`src/rtl/tm1637_byte_tx.sv`:
```
// TM1637 byte transmitter: optional start, eight data bits LSB-first, ACK clock, optional stop.
// One request per byte; completion and the sampled ACK level are reported back to the sequencer.
module tm1637_byte_tx #(
  parameter int unsigned CLK_DIV = 100,
  parameter int unsigned CNT_W   = 16
) (
  input  logic       clk,
  input  logic       rst,
  input  logic       wr_i,
  input  logic [7:0] tx_data_i,
  input  logic       tx_start_i,
  input  logic       tx_stop_i,
  output logic       ready_o,
  output logic       done_o,
  output logic       ack_err_o,
  output logic       tm1637_clk_o,
  output logic       tm1637_dio_oe_o,
  input  logic       tm1637_dio_in_i
);

  localparam logic [CNT_W-1:0] CNT_LAST = CNT_W'(CLK_DIV - 1);

  typedef enum logic [3:0] {
    S_IDLE, S_START0, S_START1, S_BIT_LOW, S_BIT_HIGH,
    S_ACK_LOW, S_ACK_HIGH, S_STOP0, S_STOP1, S_STOP2
  } state_e;

  state_e           state_q, state_d;
  logic [CNT_W-1:0] cnt_q, cnt_d;
  logic [7:0]       data_q, data_d;
  logic [7:0]       mask_q, mask_d;
  logic             stop_q, stop_d;
  logic             in_txn_q, in_txn_d;
  logic             ack_smp_q, ack_smp_d;
  logic             sync1_q, sync2_q;
  logic             scl_q, scl_d;
  logic             oe_q, oe_d;
  logic             ready_q, ready_d;
  logic             done_q, done_d;
  logic             ack_err_q, ack_err_d;
  logic             phase_end;

  always_ff @(posedge clk) begin
    if (rst) begin
      state_q   <= S_IDLE;
      cnt_q     <= '0;
      data_q    <= '0;
      mask_q    <= '0;
      stop_q    <= 1'b0;
      in_txn_q  <= 1'b0;
      ack_smp_q <= 1'b1;
      sync1_q   <= 1'b1;
      sync2_q   <= 1'b1;
      scl_q     <= 1'b1;
      oe_q      <= 1'b0;
      ready_q   <= 1'b1;
      done_q    <= 1'b0;
      ack_err_q <= 1'b0;
    end else begin
      state_q   <= state_d;
      cnt_q     <= cnt_d;
      data_q    <= data_d;
      mask_q    <= mask_d;
      stop_q    <= stop_d;
      in_txn_q  <= in_txn_d;
      ack_smp_q <= ack_smp_d;
      sync1_q   <= tm1637_dio_in_i;
      sync2_q   <= sync1_q;
      scl_q     <= scl_d;
      oe_q      <= oe_d;
      ready_q   <= ready_d;
      done_q    <= done_d;
      ack_err_q <= ack_err_d;
    end
  end

  always_comb begin
    state_d   = state_q;
    cnt_d     = cnt_q;
    data_d    = data_q;
    mask_d    = mask_q;
    stop_d    = stop_q;
    in_txn_d  = in_txn_q;
    ack_smp_d = ack_smp_q;
    ack_err_d = ack_err_q;
    done_d    = 1'b0;
    phase_end = (cnt_q == CNT_LAST);

    // Every bus phase lasts CLK_DIV cycles; the counter restarts on each state change.
    if (state_q != S_IDLE) begin
      cnt_d = phase_end ? '0 : cnt_q + 1'b1;
    end

    case (state_q)
      S_IDLE: begin
        if (wr_i) begin
          data_d  = tx_data_i;
          stop_d  = tx_stop_i;
          mask_d  = 8'h80;
          cnt_d   = '0;
          state_d = (tx_start_i || !in_txn_q) ? S_START0 : S_BIT_LOW;
        end
      end
      S_START0: if (phase_end) state_d = S_START1;
      S_START1: begin
        in_txn_d = 1'b1;
        if (phase_end) state_d = S_BIT_LOW;
      end
      S_BIT_LOW: if (phase_end) state_d = S_BIT_HIGH;
      S_BIT_HIGH: begin
        // data shifts right so bit 0 is always the one on the wire; mask marks the last bit
        if (phase_end) begin
          if (mask_q[0]) begin
            state_d = S_ACK_LOW;
          end else begin
            data_d  = {1'b0, data_q[7:1]};
            mask_d  = {1'b0, mask_q[7:1]};
            state_d = S_BIT_LOW;
          end
        end
      end
      S_ACK_LOW: if (phase_end) state_d = S_ACK_HIGH;
      S_ACK_HIGH: begin
        if (phase_end) begin
          ack_smp_d = sync2_q;
          if (stop_q) begin
            state_d = S_STOP0;
          end else begin
            state_d   = S_IDLE;
            done_d    = 1'b1;
            ack_err_d = sync2_q;
          end
        end
      end
      S_STOP0: if (phase_end) state_d = S_STOP1;
      S_STOP1: if (phase_end) state_d = S_STOP2;
      S_STOP2: begin
        if (phase_end) begin
          in_txn_d  = 1'b0;
          state_d   = S_IDLE;
          done_d    = 1'b1;
          ack_err_d = ack_smp_q;
        end
      end
      default: state_d = S_IDLE;
    endcase

    // Bus levels follow the upcoming state so they register together with it.
    scl_d   = 1'b1;
    oe_d    = 1'b0;
    ready_d = (state_d == S_IDLE);
    case (state_d)
      S_START1:   oe_d = 1'b1;
      S_BIT_LOW: begin
        scl_d = 1'b0;
        oe_d  = ~data_d[0];
      end
      S_BIT_HIGH: oe_d = ~data_d[0];
      S_ACK_LOW:  scl_d = 1'b0;
      S_STOP0: begin
        scl_d = 1'b0;
        oe_d  = 1'b1;
      end
      S_STOP1:    oe_d = 1'b1;
      default: begin
        scl_d = 1'b1;
        oe_d  = 1'b0;
      end
    endcase
  end

  assign ready_o         = ready_q;
  assign done_o          = done_q;
  assign ack_err_o       = ack_err_q;
  assign tm1637_clk_o    = scl_q;
  assign tm1637_dio_oe_o = oe_q;

endmodule

```
`config.mk`:
```
export PLATFORM = sky130hd
export DESIGN_NAME = tm1637_byte_tx
export DESIGN_NICKNAME = d
export VERILOG_FILES = /design/src/rtl/tm1637_byte_tx.sv
export SDC_FILE = /design/constraint.sdc
export NUM_CORES = 1
export LEC_CHECK = 0
export BUFFER_PORTS_ARGS = -buffer_cell sky130_fd_sc_hd__buf_4
export CAP_MARGIN = 15
export CORE_ASPECT_RATIO = 1.1
export CORE_MARGIN = 2
export CORE_UTILIZATION = 45
export CTS_CLUSTER_SIZE = 28
export DETAILED_ROUTE_END_ITERATION = 8
export GPL_TIMING_DRIVEN = 0
export HOLD_SLACK_MARGIN = 0.03
export PLACE_DENSITY = 0.68
export RECOVER_POWER = 25
export SYNTH_ARGS = -nofsm -noshare
export SYNTH_HDL_FRONTEND = slang
export SYNTH_SLANG_ARGS = --single-unit
```
`constraint.sdc`:
```
create_clock -name clk -period 2.2 [get_ports clk]
set_input_delay 0.22 -clock clk [delete_from_list [all_inputs] [get_ports clk]]
set_output_delay 0.22 -clock clk [all_outputs]
set_load 0.05 [all_outputs]
```
Yosys cells after proc, flatten, opt, wreduce, memory -nomap -nowiden
Cells that the tools add are included.

storage, ports and cells
  register bits after elaboration = 46
  output and inout bits = 5
  logic and storage cells = 95

operators by class
  add/subtract/negate cells = 1
  bitwise operators = 1
  multiplexer cells = 38
  reduce and logical (&&, ||, !) cells = 17
  equality and inequality tests = 22

operators with widths
  cell                   number
  $mux 16                4
  $mux 8                 6
  $mux 4                 10
  $pmux 4 s10            1
  $pmux 8 s2             2
  $eq 4x3->1 const B     7
  $add 16x1->16 const B  1
  $eq 16x7->1 const B    1
  $eq 4x2->1 const B     4
  $eq 4x4->1 const B     3
  $ne 2x2->1 const B     6
  $logic_not 4->1        2
  $mux 1                 8
  $pmux 1 s2             4
  $reduce_and 4->1       2
  $mux 3                 2
  $reduce_and 2->1       3
  $reduce_bool 2->1      3
  $reduce_or 3->1        2
  $eq 4x1->1 const B     1
  $reduce_bool 4->1      1
  $reduce_and 3->1       1
  $mux 2                 1
  $reduce_or 2->1        1
  other kinds (3)        3

Logic depth before layout (Yosys ltp)
  depth after elaboration = 8
  depth in mapped cells = 10
  gate-level depth less buffers = 8

Least setup slack after synthesis
OpenSTA, ideal clock, no wires.

  path type = register -> register
  from = register cnt_q[0]
  to = register oe_q, in the netlist tm1637_dio_oe_o
  period minus slack after synthesis = 2,102 ps
  required time = 2,125 ps
  data arrival time = 2,028 ps
  path slack = 98 ps
  buffers on the path = 1
  cell stages (with the launch flop) = 10
  path through = dfxtp_1 > ha_1 > and4b_1 > nand4_2 > buf_2 > o211ai_1 > o21ai_1 > a21oi_2 > mux2_2 > o22ai_1

between the ends
  longest elaborated chain between the ends = 6
  elaborated cells on any way between the ends = 22
  classes of those cells = eq/ne (6); mux (13); bitwise (1); reduce/logical (2)

ends and longest elaborated chain
  element                                                                     RTL line  text
  from (decl)                                                                 29        logic [CNT_W-1:0] cnt_q, cnt_d;
  from (signal assigned)                                                      61        cnt_q <= cnt_d;
  $eq 16x7->1 (*)                                                             87        phase_end = (cnt_q == CNT_LAST);
  $mux 4 (tied with other cells)                                              138       if (phase_end) begin
  $pmux 4 s10                                                                 94        case (state_q)
  $eq 4x4->1 (tied with other cells)                                          152       case (state_d)
  $reduce_or 3->1 (no source line) / $reduce_or 2->1 (equally long branches)  -
  $pmux 1 s2 (*)                                                              152
  to (signal assigned)                                                        55        oe_q <= 1'b0;
  to (signal assigned)                                                        70        oe_q <= oe_d;
  to (decl)                                                                   37        logic oe_q, oe_d;

Every way passes the cells marked *; elsewhere a longest branch is shown, timed or not. The select of a mux whose other input is x is not followed.
A chain may end at the register's enable or synchronous reset.

Worst setup path in the final report
  from = register state_q[0]
  to = register oe_q, in the netlist tm1637_dio_oe_o

between the ends
  longest elaborated chain between the ends = 5
  elaborated cells on any way between the ends = 31
  classes of those cells = eq/ne (14); mux (13); bitwise (1); reduce/logical (3)

ends and longest elaborated chain
  element                                                                     RTL line  text
  from (decl)                                                                 28        state_e state_q, state_d;
  from (signal assigned)                                                      60        state_q <= state_d;
  $eq 4x4->1 (tied with other cells)                                          94
  $pmux 4 s10                                                                 94
  $eq 4x4->1 (tied with other cells)                                          152
  $reduce_or 3->1 (no source line) / $reduce_or 2->1 (equally long branches)  -
  $pmux 1 s2 (*)                                                              152

Every way passes the cells marked *; elsewhere a longest branch is shown, timed or not.

==> results.toml <==
[detailed_routing]
post-route-drc-count = 0
drtIter0Drc = 82
detail-route-antenna-nets = 0
drtPass1Iterations = 4
vias_per_cell = 5.60
wl_per_cell_um = 13.7
wirelength_mm = 4.91
vias = 2010

[clocking]
htree_levels = 2
insertion_delay_ps = 300
cts_tree = "yes"
cts_hold_buf = 0
cts_buffer_depth = 2
clockRootBuffer = "clkbuf_8"
cts.sinks = 46
clk_pin_slew_worst_paths_ps = 80
cts_buffers = 5

[placement]
io_buffer_count = 17
gpl.final_weighted_congestion = 0.852
preCtsSetupSlack_ps = -196
dp_hpwl_mm = 3.37
placed_cell_area_um2 = 2400

[sta]
hold_viol = 0
max_slew.worst_pin.slew_ps = 596
skew_ps = 6.24
rsz0062_at_grt = "yes"
max_freq_ghz = 0.471
layout_min_cycle_time_ps = 2120
hold_ws_ps = 110
slew_headroom_pct = 60.4
setup_tns_ps = 0
setup_ws_ps = 77.7
slew_violations = 0
fin_crit_sh_pct = 96.5
setup_viol = 0

[synth]
yosys.area.top_type = "dfxtp_1"
netlist_area_um2 = 2200
synthArstFlopShare_pct = 0
synth_warnings = 0
synth.most_common_cell = "dfxtp_1"
ys_top_cells_by_count = "46 x dfxtp_1, 40 x nand2_1, 34 x a21oi_1"
synth_area_per_cell_um2 = 8.07
synth_cells = 273
yosysUniqueCellTypes = 51
synth_edf_count = 0
syn_nets = 288
synth_seq_cells = 46
synth_top_flop_cell = "dfxtp_1"
ys_seq_area_share_pct = 41.8
yosys.area.top_type_share_pct = 41.8
synth.area.top_cells = "dfxtp_1 42%, a21oi_1 7.7%, nand2_1 6.8%"

[min_path]
hold_class = "in -> reg"
hp-start = "tm1637_dio_in_i"
min_path_cells = 2
worstHoldEndpoint = "sync1_q"

[pwr]
peakVddDrop_mv = 0.421
pwr-share-comb_pct = 16.7
powerDensity_nw_per_um2 = 683
power.internal_uw = 1310
switchingPower_uw = 497
p_leak_uw = 0.000940
p_seq_share_pct = 48.4
pwr-share-clk_pct = 35.0
switching_share_pct = 27.5
power_uw = 1810

[global_routing]
track_usage_pct = 18.9
antenna_found_initial = 0
grt_pass1_vias = 1870
grt_max_degree = 16
overflow = 0
grt_pass1_wl_mm = 8.38

[critical_path]
start_kind = "flip-flop"
crit_chain = "buf_6 > or4_4 > nor2_8 > nor4_2 > a211oi_4 > nand2_1 > mux2_4 > o22ai_2"
criticalPathCategory = "reg -> reg"
critPathSlowestCell = "or4_4"
max_stage_delay_ps = 580
ff2ff_setup_slack_ps = 80
timing.rr.start = "state_q[0]"
ff2ff_path_depth = 8
crit_path_start = "state_q[0]"
cp_data_required_time_ps = 2430
end_kind = "flip-flop"
critPathMaxFanout = 8
cp_data_arrival_time_ps = 2350
reg2reg_to = "tm1637_dio_oe_o"

[layout]
final_nets = 317
antennaDiodeCount = 0
post_route_cells_drive_above_1_share_pct = 19.1
num-fill-cells = 460
design_area_um2 = 2650
syn_to_final_growth_pct = 20.3

[flow_run]
max_cap_violations = 0

[floorplan]
rows = 26
dieWidth_um = 70.7
initial_core_util_pct = 47.0
die_height_um = 77.4
dieArea_um2 = 5470
core_area_um2 = 4680
io_pins = 19

[outcome]
status = "finished, final reports clean"
## critical path, delay by kind of cell (launching register included)
kind | cells | cell delay [ps]
buffers and inverters | 1 | 130
flip-flops | 1 | 310
AND/OR/NAND/NOR | 4 | 890
AO/OA/AOI/OAI | 2 | 450
multiplexers | 1 | 280
## metrics by stage
| step | util (%) | std cells |
|---|---|---|
| floorplan | - | 273 |
| global placement | 51.3 | 346 |
| detailed placement | 51.3 | 346 |
| CTS | 54.5 | 354 |
| global route | 56.6 | 359 |
| finish | 56.6 | 359 |
## how the worst max path moves through the flow
| stage | to | slack, ps |
|---|---|---|
| 4_1_cts | tm1637_dio_oe_o | 5 |
| 6_report | tm1637_dio_oe_o | 80 |
| 5_1_grt | cnt_q[13] | -40 |
| 3_5_place_dp | tm1637_dio_oe_o | -200 |
| 2_1_floorplan | tm1637_dio_oe_o | 100 |
| 3_3_place_gp | tm1637_dio_oe_o | -170 |
## power groups by stage
stage / clock network (µW) / registers (µW) / logic [µW]
5_1_grt: 679 / 879 / 337
2_1_floorplan: 0 / 905 / 200
6_report: 633 / 876 / 302
3_3_place_gp: 0 / 896 / 287
3_5_place_dp: 0 / 896 / 290
4_1_cts: 648 / 879 / 294
## state kept, by name, indices dropped and copies added (netlist names)
name / flops
data_q: 8
sync2_q: 1
state_q: 4
ack_smp_q: 1
tm1637_clk_o: 1
tm1637_dio_oe_o: 1
sync1_q: 1
ready_o: 1
stop_q: 1
in_txn_q: 1
cnt_q: 16
mask_q: 8
ack_err_o: 1
done_o: 1
## metal layers
layer	share of wire, %	vias up	GRT usage, %
li1	-	1033	-
met1	46	939	24.0
met2	49	34	32.0
met3	3.8	4	3.77
met4	0.73	0	6.04
met5	0	-	0
## logic make-up after synthesis
group	after synthesis	synth area share (%)
multiplexers	2	0.965
adder cells (fa/ha/maj)	1	0.568
AO/OA/AOI/OAI	77	21.3
buffers and inverters	20	4.15
flip-flops	46	41.8
XOR/XNOR	1	0.398
AND/OR/NAND/NOR	126	30.8
## final cells by class
class | count | area, µm² | area share [%]
plain buffers | 16 | 87.6 | 3.31
clock buffers | 5 | 68.8 | 2.60
clock inverters | 3 | 43.8 | 1.65
inverters | 3 | 11.3 | 0.425
multi-input cells | 207 | 1290 | 48.6
flip-flops and latches | 46 | 928 | 35.0
well taps | 56 | 70.1 | 2.64
repair buffers | 23 | 151 | 5.71
## layout by cell type (no fill, tap or decap), drive strengths merged, types with 2 or more instances in the layout
master and count:
dfxtp 46, nand2 40, a21oi 35, nor2 25, buf 24, clkbuf 20
o21ai 17, nand3 12, a22oi 10, nor3 8, nand3b 7, nand2b 5
and3 5, nor4 5, inv 4, a31oi 3, or3 3, and2 3
or2 3, a211oi 3, nor2b 2, nand4 2, or4 2, a311oi 2
## what timing repair did
| action | in CTS | in global routing |
|---|---|---|
| gates resized for setup | 7 | 21 |
| pin swaps | 1 | 4 |
| gates cloned | 0 | 1 |
| buffers inserted | 1 | 4 |
| endpoints found under the setup margin | 25 | 25 |
Power figures use the tool's default switching activity.
